File: src/rtl/rpn_pkg.sv
// Shared opcode, status and state definitions for the RPN calculator controller.
package rpn_pkg;

  localparam logic [2:0] OP_PUSH = 3'd0;
  localparam logic [2:0] OP_POP  = 3'd1;
  localparam logic [2:0] OP_ADD  = 3'd2;
  localparam logic [2:0] OP_SUB  = 3'd3;
  localparam logic [2:0] OP_MUL  = 3'd4;
  localparam logic [2:0] OP_DUP  = 3'd5;
  localparam logic [2:0] OP_SWAP = 3'd6;
  localparam logic [2:0] OP_CLR  = 3'd7;

  localparam logic [1:0] ERR_OK    = 2'd0;
  localparam logic [1:0] ERR_UNDER = 2'd1;
  localparam logic [1:0] ERR_OVER  = 2'd2;
  localparam logic [1:0] ERR_ARITH = 2'd3;

  typedef enum logic [1:0] {
    ST_IDLE,
    ST_CHECK,
    ST_EXEC,
    ST_WB
  } state_t;

  // Stack-bounds check for a command against the current depth d.
  function automatic logic [1:0] check_cmd(input logic [2:0] op,
                                           input int unsigned d,
                                           input int unsigned max_d);
    logic [1:0] e;
    e = ERR_OK;
    case (op)
      OP_PUSH:                        if (d == max_d) e = ERR_OVER;
      OP_POP:                         if (d == 0) e = ERR_UNDER;
      OP_ADD, OP_SUB, OP_MUL, OP_SWAP: if (d < 2) e = ERR_UNDER;
      OP_DUP: begin
        if (d == 0)          e = ERR_UNDER;
        else if (d == max_d) e = ERR_OVER;
      end
      default: e = ERR_OK;
    endcase
    return e;
  endfunction

endpackage

File: src/rtl/rpn_alu.sv
// Combinational ALU for the RPN controller: a op b with wrap-around result
// and an unsigned-overflow flag.
module rpn_alu
  import rpn_pkg::*;
#(
  parameter int unsigned WIDTH = 8
) (
  input  logic [WIDTH-1:0] a,
  input  logic [WIDTH-1:0] b,
  input  logic [2:0]       op,
  output logic [WIDTH-1:0] result,
  output logic             ovf
);

  logic [WIDTH:0]     sum;
  logic [2*WIDTH-1:0] prod;

  always_comb begin
    sum    = {1'b0, a} + {1'b0, b};
    prod   = (2*WIDTH)'(a) * (2*WIDTH)'(b);
    result = '0;
    ovf    = 1'b0;
    case (op)
      OP_ADD: begin
        result = sum[WIDTH-1:0];
        ovf    = sum[WIDTH];
      end
      OP_SUB: begin
        result = a - b;
        ovf    = (a < b);
      end
      OP_MUL: begin
        result = prod[WIDTH-1:0];
        ovf    = |prod[2*WIDTH-1:WIDTH];
      end
      default: begin
        result = '0;
        ovf    = 1'b0;
      end
    endcase
  end

endmodule

File: src/rtl/rpn_ctrl.sv
// RPN calculator sequencing controller: owns the operand stack and steps each
// command through CHECK / EXEC / WB before returning to IDLE.
module rpn_ctrl
  import rpn_pkg::*;
#(
  parameter int unsigned WIDTH = 8,
  parameter int unsigned DEPTH = 4,
  parameter int unsigned DW    = $clog2(DEPTH + 1)
) (
  input  logic             CLOCK_50,
  input  logic             reset,
  input  logic             cmd_valid,
  output logic             cmd_ready,
  input  logic [2:0]       cmd_op,
  input  logic [WIDTH-1:0] cmd_data,
  output logic [WIDTH-1:0] top,
  output logic [DW-1:0]    depth,
  output logic             done,
  output logic [1:0]       err
);

  localparam int unsigned AW = (DEPTH > 1) ? $clog2(DEPTH) : 1;

  state_t           state_q, state_d;
  logic [2:0]       op_q, op_d;
  logic [WIDTH-1:0] data_q, data_d;
  logic [1:0]       chk_q, chk_d;
  logic [WIDTH-1:0] res_q, res_d;
  logic             aovf_q, aovf_d;
  logic [1:0]       err_q, err_d;
  logic [DW-1:0]    depth_q, depth_d;
  logic [WIDTH-1:0] stack_q [DEPTH];
  logic [WIDTH-1:0] stack_d [DEPTH];

  logic [AW-1:0]    i_top, i_sub, i_new;
  logic [WIDTH-1:0] alu_res;
  logic             alu_ovf;
  logic             arith_op;

  assign i_top    = AW'(depth_q - DW'(1));
  assign i_sub    = AW'(depth_q - DW'(2));
  assign i_new    = AW'(depth_q);
  assign arith_op = (op_q == OP_ADD) || (op_q == OP_SUB) || (op_q == OP_MUL);

  rpn_alu #(.WIDTH(WIDTH)) u_alu (
    .a      (stack_q[i_sub]),
    .b      (stack_q[i_top]),
    .op     (op_q),
    .result (alu_res),
    .ovf    (alu_ovf)
  );

  always_comb begin
    state_d   = state_q;
    op_d      = op_q;
    data_d    = data_q;
    chk_d     = chk_q;
    res_d     = res_q;
    aovf_d    = aovf_q;
    err_d     = err_q;
    depth_d   = depth_q;
    stack_d   = stack_q;
    cmd_ready = 1'b0;
    done      = 1'b0;
    case (state_q)
      ST_IDLE: begin
        cmd_ready = !reset;
        if (cmd_valid && !reset) begin
          op_d    = cmd_op;
          data_d  = cmd_data;
          state_d = ST_CHECK;
        end
      end
      ST_CHECK: begin
        chk_d   = check_cmd(op_q, 32'(depth_q), DEPTH);
        state_d = ST_EXEC;
      end
      ST_EXEC: begin
        res_d   = alu_res;
        aovf_d  = alu_ovf;
        state_d = ST_WB;
      end
      ST_WB: begin
        done    = 1'b1;
        state_d = ST_IDLE;
        if (chk_q != ERR_OK) begin
          err_d = chk_q;
        end else begin
          err_d = (arith_op && aovf_q) ? ERR_ARITH : ERR_OK;
          case (op_q)
            OP_PUSH: begin
              stack_d[i_new] = data_q;
              depth_d        = depth_q + DW'(1);
            end
            OP_POP: depth_d = depth_q - DW'(1);
            OP_ADD, OP_SUB, OP_MUL: begin
              stack_d[i_sub] = res_q;
              depth_d        = depth_q - DW'(1);
            end
            OP_DUP: begin
              stack_d[i_new] = stack_q[i_top];
              depth_d        = depth_q + DW'(1);
            end
            OP_SWAP: begin
              stack_d[i_top] = stack_q[i_sub];
              stack_d[i_sub] = stack_q[i_top];
            end
            default: depth_d = '0;
          endcase
        end
      end
      default: state_d = ST_IDLE;
    endcase
  end

  always_ff @(posedge CLOCK_50) begin
    if (reset) begin
      state_q <= ST_IDLE;
      op_q    <= '0;
      data_q  <= '0;
      chk_q   <= ERR_OK;
      res_q   <= '0;
      aovf_q  <= 1'b0;
      err_q   <= ERR_OK;
      depth_q <= '0;
      stack_q <= '{default: '0};
    end else begin
      state_q <= state_d;
      op_q    <= op_d;
      data_q  <= data_d;
      chk_q   <= chk_d;
      res_q   <= res_d;
      aovf_q  <= aovf_d;
      err_q   <= err_d;
      depth_q <= depth_d;
      stack_q <= stack_d;
    end
  end

  assign top   = (depth_q == '0) ? '0 : stack_q[i_top];
  assign depth = depth_q;
  assign err   = err_q;

endmodule

File: config.mk
export PLATFORM = sky130hd
export DESIGN_NAME = rpn_ctrl
export DESIGN_NICKNAME = d
export VERILOG_FILES = /design/src/rtl/rpn_pkg.sv /design/src/rtl/rpn_alu.sv /design/src/rtl/rpn_ctrl.sv
export SDC_FILE = /design/constraint.sdc
export NUM_CORES = 1
export LEC_CHECK = 0
export ABC_AREA = 1
export ABC_CLOCK_PERIOD_IN_PS = 6700
export CORE_ASPECT_RATIO = 0.8
export CORE_UTILIZATION = 60
export CTS_BUF_LIST = sky130_fd_sc_hd__clkbuf_4 sky130_fd_sc_hd__clkbuf_8
export CTS_CLUSTER_SIZE = 28
export DETAILED_ROUTE_END_ITERATION = 8
export PLACE_DENSITY_LB_ADDON = 0.12
export RECOVER_POWER = 25
export SLEW_MARGIN = 0
export SYNTH_ARGS = -nofsm -noshare
export SYNTH_HDL_FRONTEND = slang
export SYNTH_HIERARCHICAL = 1
export SYNTH_SLANG_ARGS = --single-unit
File: constraint.sdc
create_clock -name CLOCK_50 -period 6.7 [get_ports CLOCK_50]
set_input_delay 1.34 -clock CLOCK_50 [delete_from_list [all_inputs] [get_ports CLOCK_50]]
set_output_delay 1.34 -clock CLOCK_50 [all_outputs]
set_load 0.1 [all_outputs]
==> qor.csv <==
metric,value,unit
failing checks,"max-capacitance violations, max-slew violations",
Synth Area per Inst,5.612,um2
share of synthesized flip-flops with an asynchronous set or reset,0,%
setup repair after global routing missed its margin,false,
critical path data required time,6.96,ns
share of post-route cells with drive strength above 1,4.450,%
final critical-path share of the clock period,92.62,%
count of pins on the block boundary,29,
starting density of the core,62.83,%
Design Power,2.756,mW
final std cells w/o fill,1708,
reg-to-reg startpoint,depth[1],
number of antenna violations at the first check in global routing,0,
"Arr. time, crit path",6.47,ns
CTS tree,yes,
maximum VDD drop,0.2831,mV
clock buffers created by TritonCTS,9,
total number of vias,9740,
worst max-slew margin expressed relative to the limit,-53.20,%
number of register bits inferred by synthesis,61,
end point of the worst hold path,chk_q[0],
Post-Syn Area,8693,um2
run status,"finished, violations left",
Worst path slowest cell,sky130_fd_sc_hd__ha_1,
YS warnings,6,
Worst R2R End,aovf_q,
Chip Height,109.7,um
largest stage delay on the critical path,0.74,ns
final estimated routing congestion in global placement,1.030,
endpoint kind of the worst setup timing path,flip-flop,
total of endpoints with negative setup slack in the final report,0,
classification of the worst setup path,reg -> reg,
number of inserted filler cells in the final layout,1313,
die outline width,136.6,um
Pwr Density,302.6,nW/um2
area growth from synthesis to layout,4.764,%
startpoint of the tightest hold check path,chk_q[0],
Register-to-Register Path Depth,30,
final wirelength,26.45,mm
number of diodes added for antenna fixing,0,
overall die area,14980,um2
via count of the first global-routing pass,8324,
number of buffers on the longest clock path,2,
initial DRC count,1029,
cell repeated most along the worst path,sky130_fd_sc_hd__nand2_1,
measured slew at the worst slew-check pin,2.298,ns
DR vias/cell,5.703,
GRT overflow,0,
worst reg-to-reg setup slack,0.49,ns
sequential element share of the synthesized area,14.05,%
clock insertion delay at the later pin of the skew report,0.37,ns
fin. max-slew vios,43,
half-perimeter wire length after detailed placement,18.53,mm
total global routing track utilization,36.95,%
count of cells along the worst hold path,2,
number of remaining DRC errors,0,
net count of the finished layout,1637,
total core area,13840,um2
CTS Hold Bufs,0,
startpoint class of the critical path,flip-flop,
clock-pin slew reported for the worst setup and hold paths after clock tree synthesis,0.08,ns
largest net degree at the start of global routing,46,
P_leak,4.894,nW
number of enable flip-flop cells after synthesis,0,
Max-Cap Viols,1,
final worst path period need,6.206,ns
startpoint of the worst setup timing path,depth[1],
top achievable clock speed,161.1,MHz
Cell Count Post-Placement,1692,
number of iterations in the first detailed-routing pass,6,
hold crit path type,reg -> reg,
Port Buffers,28,
most used flip-flop cell after synthesis,sky130_fd_sc_hd__dfxtp_1,
"Max FO, Critical Path",11,
post-cts gate resize count,0,
count of buffers added by post-CTS timing repair for setup,0,
Setup Total Neg Slack,0,ns
Root Driver,sky130_fd_sc_hd__clkbuf_8,
WL per Instance,15.49,um
standard-cell rows,38,
htree depth,3,
count of unique library cells instantiated by Yosys,40,
number of antenna-violating nets in the routed design,0,
syn nets,1663,
Cells after Synth,1549,
number of hold violations in the final report,0,
maximum clock skew at final layout,0.007752,ns
number of clock sinks,61,
first-pass GRT wire length,42.75,mm
==> cell type report <==
| cell class | instances | area (um2) | area share (%) |
|---|---|---|---|
| Clock buffer | 10 | 131.4 | 1.443 |
| Inverter | 246 | 924.6 | 10.15 |
| Timing Repair Buffer | 38 | 331.6 | 3.641 |
| Multi-Input combinational cell | 1167 | 6202 | 68.10 |
| Sequential cell | 61 | 1221 | 13.41 |
| Clock inverter | 6 | 71.32 | 0.7831 |
| Tap cell | 180 | 225.2 | 2.473 |
==> critical path: cells and delay by family, from the launching register on <==
kind	cells	cell delay [ns]
adder cells (fa/ha/maj)	7	3.14
AND/OR/NAND/NOR	15	1.32
buffers and inverters	8	1.28
flip-flops	1	0.34
==> report_power, final <==
part | internal [mW] | switching (mW) | total [mW]
sequential | 0.435 | 0.0974 | 0.532
combinational | 0.513 | 1.35 | 1.87
clock | 0.178 | 0.178 | 0.357
total | 1.13 | 1.63 | 2.76
==> stage by stage <==
| stage | setup WS, ns | hold slack [ns] | util (%) | cell area [um2] |
|---|---|---|---|---|
| floorplan | 0.4240 | 0.4564 | - | 8693 |
| global placement | 0.7591 | 0.4758 | 64.39 | 8909 |
| detailed placement | 0.6182 | 0.4836 | 64.39 | 8909 |
| CTS | 0.5961 | 0.4955 | 65.85 | 9111 |
| global route | 0.03472 | 0.5073 | 65.83 | 9107 |
| finish | 0.4943 | 0.4925 | 65.83 | 9107 |
==> layer usage <==
metal / up-vias / routed length (um) / track usage, %
li1: 4735 / - / -
met1: 4354 / 12000 / 54.50
met2: 595 / 10510 / 52.18
met3: 56 / 3238 / 8.668
met4: 0 / 714 / 11.75
met5: - / 0 / 0
==> cell usage after synthesis (2+ instances only) <==
library cell | number | area share [%]
sky130_fd_sc_hd__nand2_1 | 528 | 23
sky130_fd_sc_hd__inv_1 | 233 | 10
sky130_fd_sc_hd__nor2_1 | 163 | 7.0
sky130_fd_sc_hd__a21oi_1 | 146 | 8.4
sky130_fd_sc_hd__nand3_1 | 116 | 6.7
sky130_fd_sc_hd__ha_1 | 62 | 8.9
sky130_fd_sc_hd__dfxtp_1 | 61 | 14
sky130_fd_sc_hd__clkbuf_1 | 42 | 1.8
sky130_fd_sc_hd__fa_1 | 38 | 8.8
sky130_fd_sc_hd__o21ai_0 | 30 | 1.7
sky130_fd_sc_hd__nor3_1 | 24 | 1.4
sky130_fd_sc_hd__buf_2 | 20 | 1.2
sky130_fd_sc_hd__inv_2 | 10 | 0.43
sky130_fd_sc_hd__o31ai_1 | 10 | 0.86
sky130_fd_sc_hd__nand2_2 | 7 | 0.50
sky130_fd_sc_hd__nand4_1 | 7 | 0.50
sky130_fd_sc_hd__buf_1 | 6 | 0.26
sky130_fd_sc_hd__xor2_1 | 5 | 0.50
sky130_fd_sc_hd__buf_6 | 4 | 0.52
sky130_fd_sc_hd__o21ai_4 | 4 | 0.75
sky130_fd_sc_hd__a21oi_2 | 3 | 0.30
sky130_fd_sc_hd__nand3_2 | 3 | 0.35
sky130_fd_sc_hd__a21o_1 | 2 | 0.17
sky130_fd_sc_hd__a31oi_1 | 2 | 0.14
sky130_fd_sc_hd__buf_4 | 2 | 0.17
sky130_fd_sc_hd__clkinv_1 | 2 | 0.086
sky130_fd_sc_hd__nand3b_1 | 2 | 0.17
sky130_fd_sc_hd__nor2_2 | 2 | 0.14
sky130_fd_sc_hd__o211ai_1 | 2 | 0.17
sky130_fd_sc_hd__o221ai_1 | 2 | 0.20
sky130_fd_sc_hd__or2_2 | 2 | 0.14
==> layout by cell type, fill, tap and decap left out, drive strengths merged, types with 2 or more instances in the layout <==
cell,instances
clkinvlp,2
nand3b,2
dfxtp,61
nand2,536
nor2,166
nand3,119
o31ai,10
clkdlybuf4s50,19
xor2,5
nor3,25
o21ai,34
a21oi,149
fa,38
a31oi,2
buf,17
o211ai,2
ha,62
or2,3
clkbuf,11
o221ai,2
a21o,2
clkinv,5
inv,244
nand4,7
==> kinds of logic after synthesis <==
family | after synthesis | share of synthesized area, %
buffers and inverters | 321 | 14.61
adders and majority gates | 100 | 17.67
xor gates and xnor gates | 5 | 0.5037
AOI/OAI and AO/OA | 204 | 13.01
and+or+nand+nor | 858 | 40.16
DFF | 61 | 14.05
==> worst max path at each step <==
stage                     cells after the start  slack, ns  endpoint
final                                        30       0.49    aovf_q
after global routing                         26       0.03    aovf_q
after CTS                                    26       0.60    aovf_q
after detailed placement                     26       0.62    aovf_q
after global placement                       26       0.76    aovf_q
after floorplan                              27       0.42    aovf_q
Power figures use the tool's default switching activity.
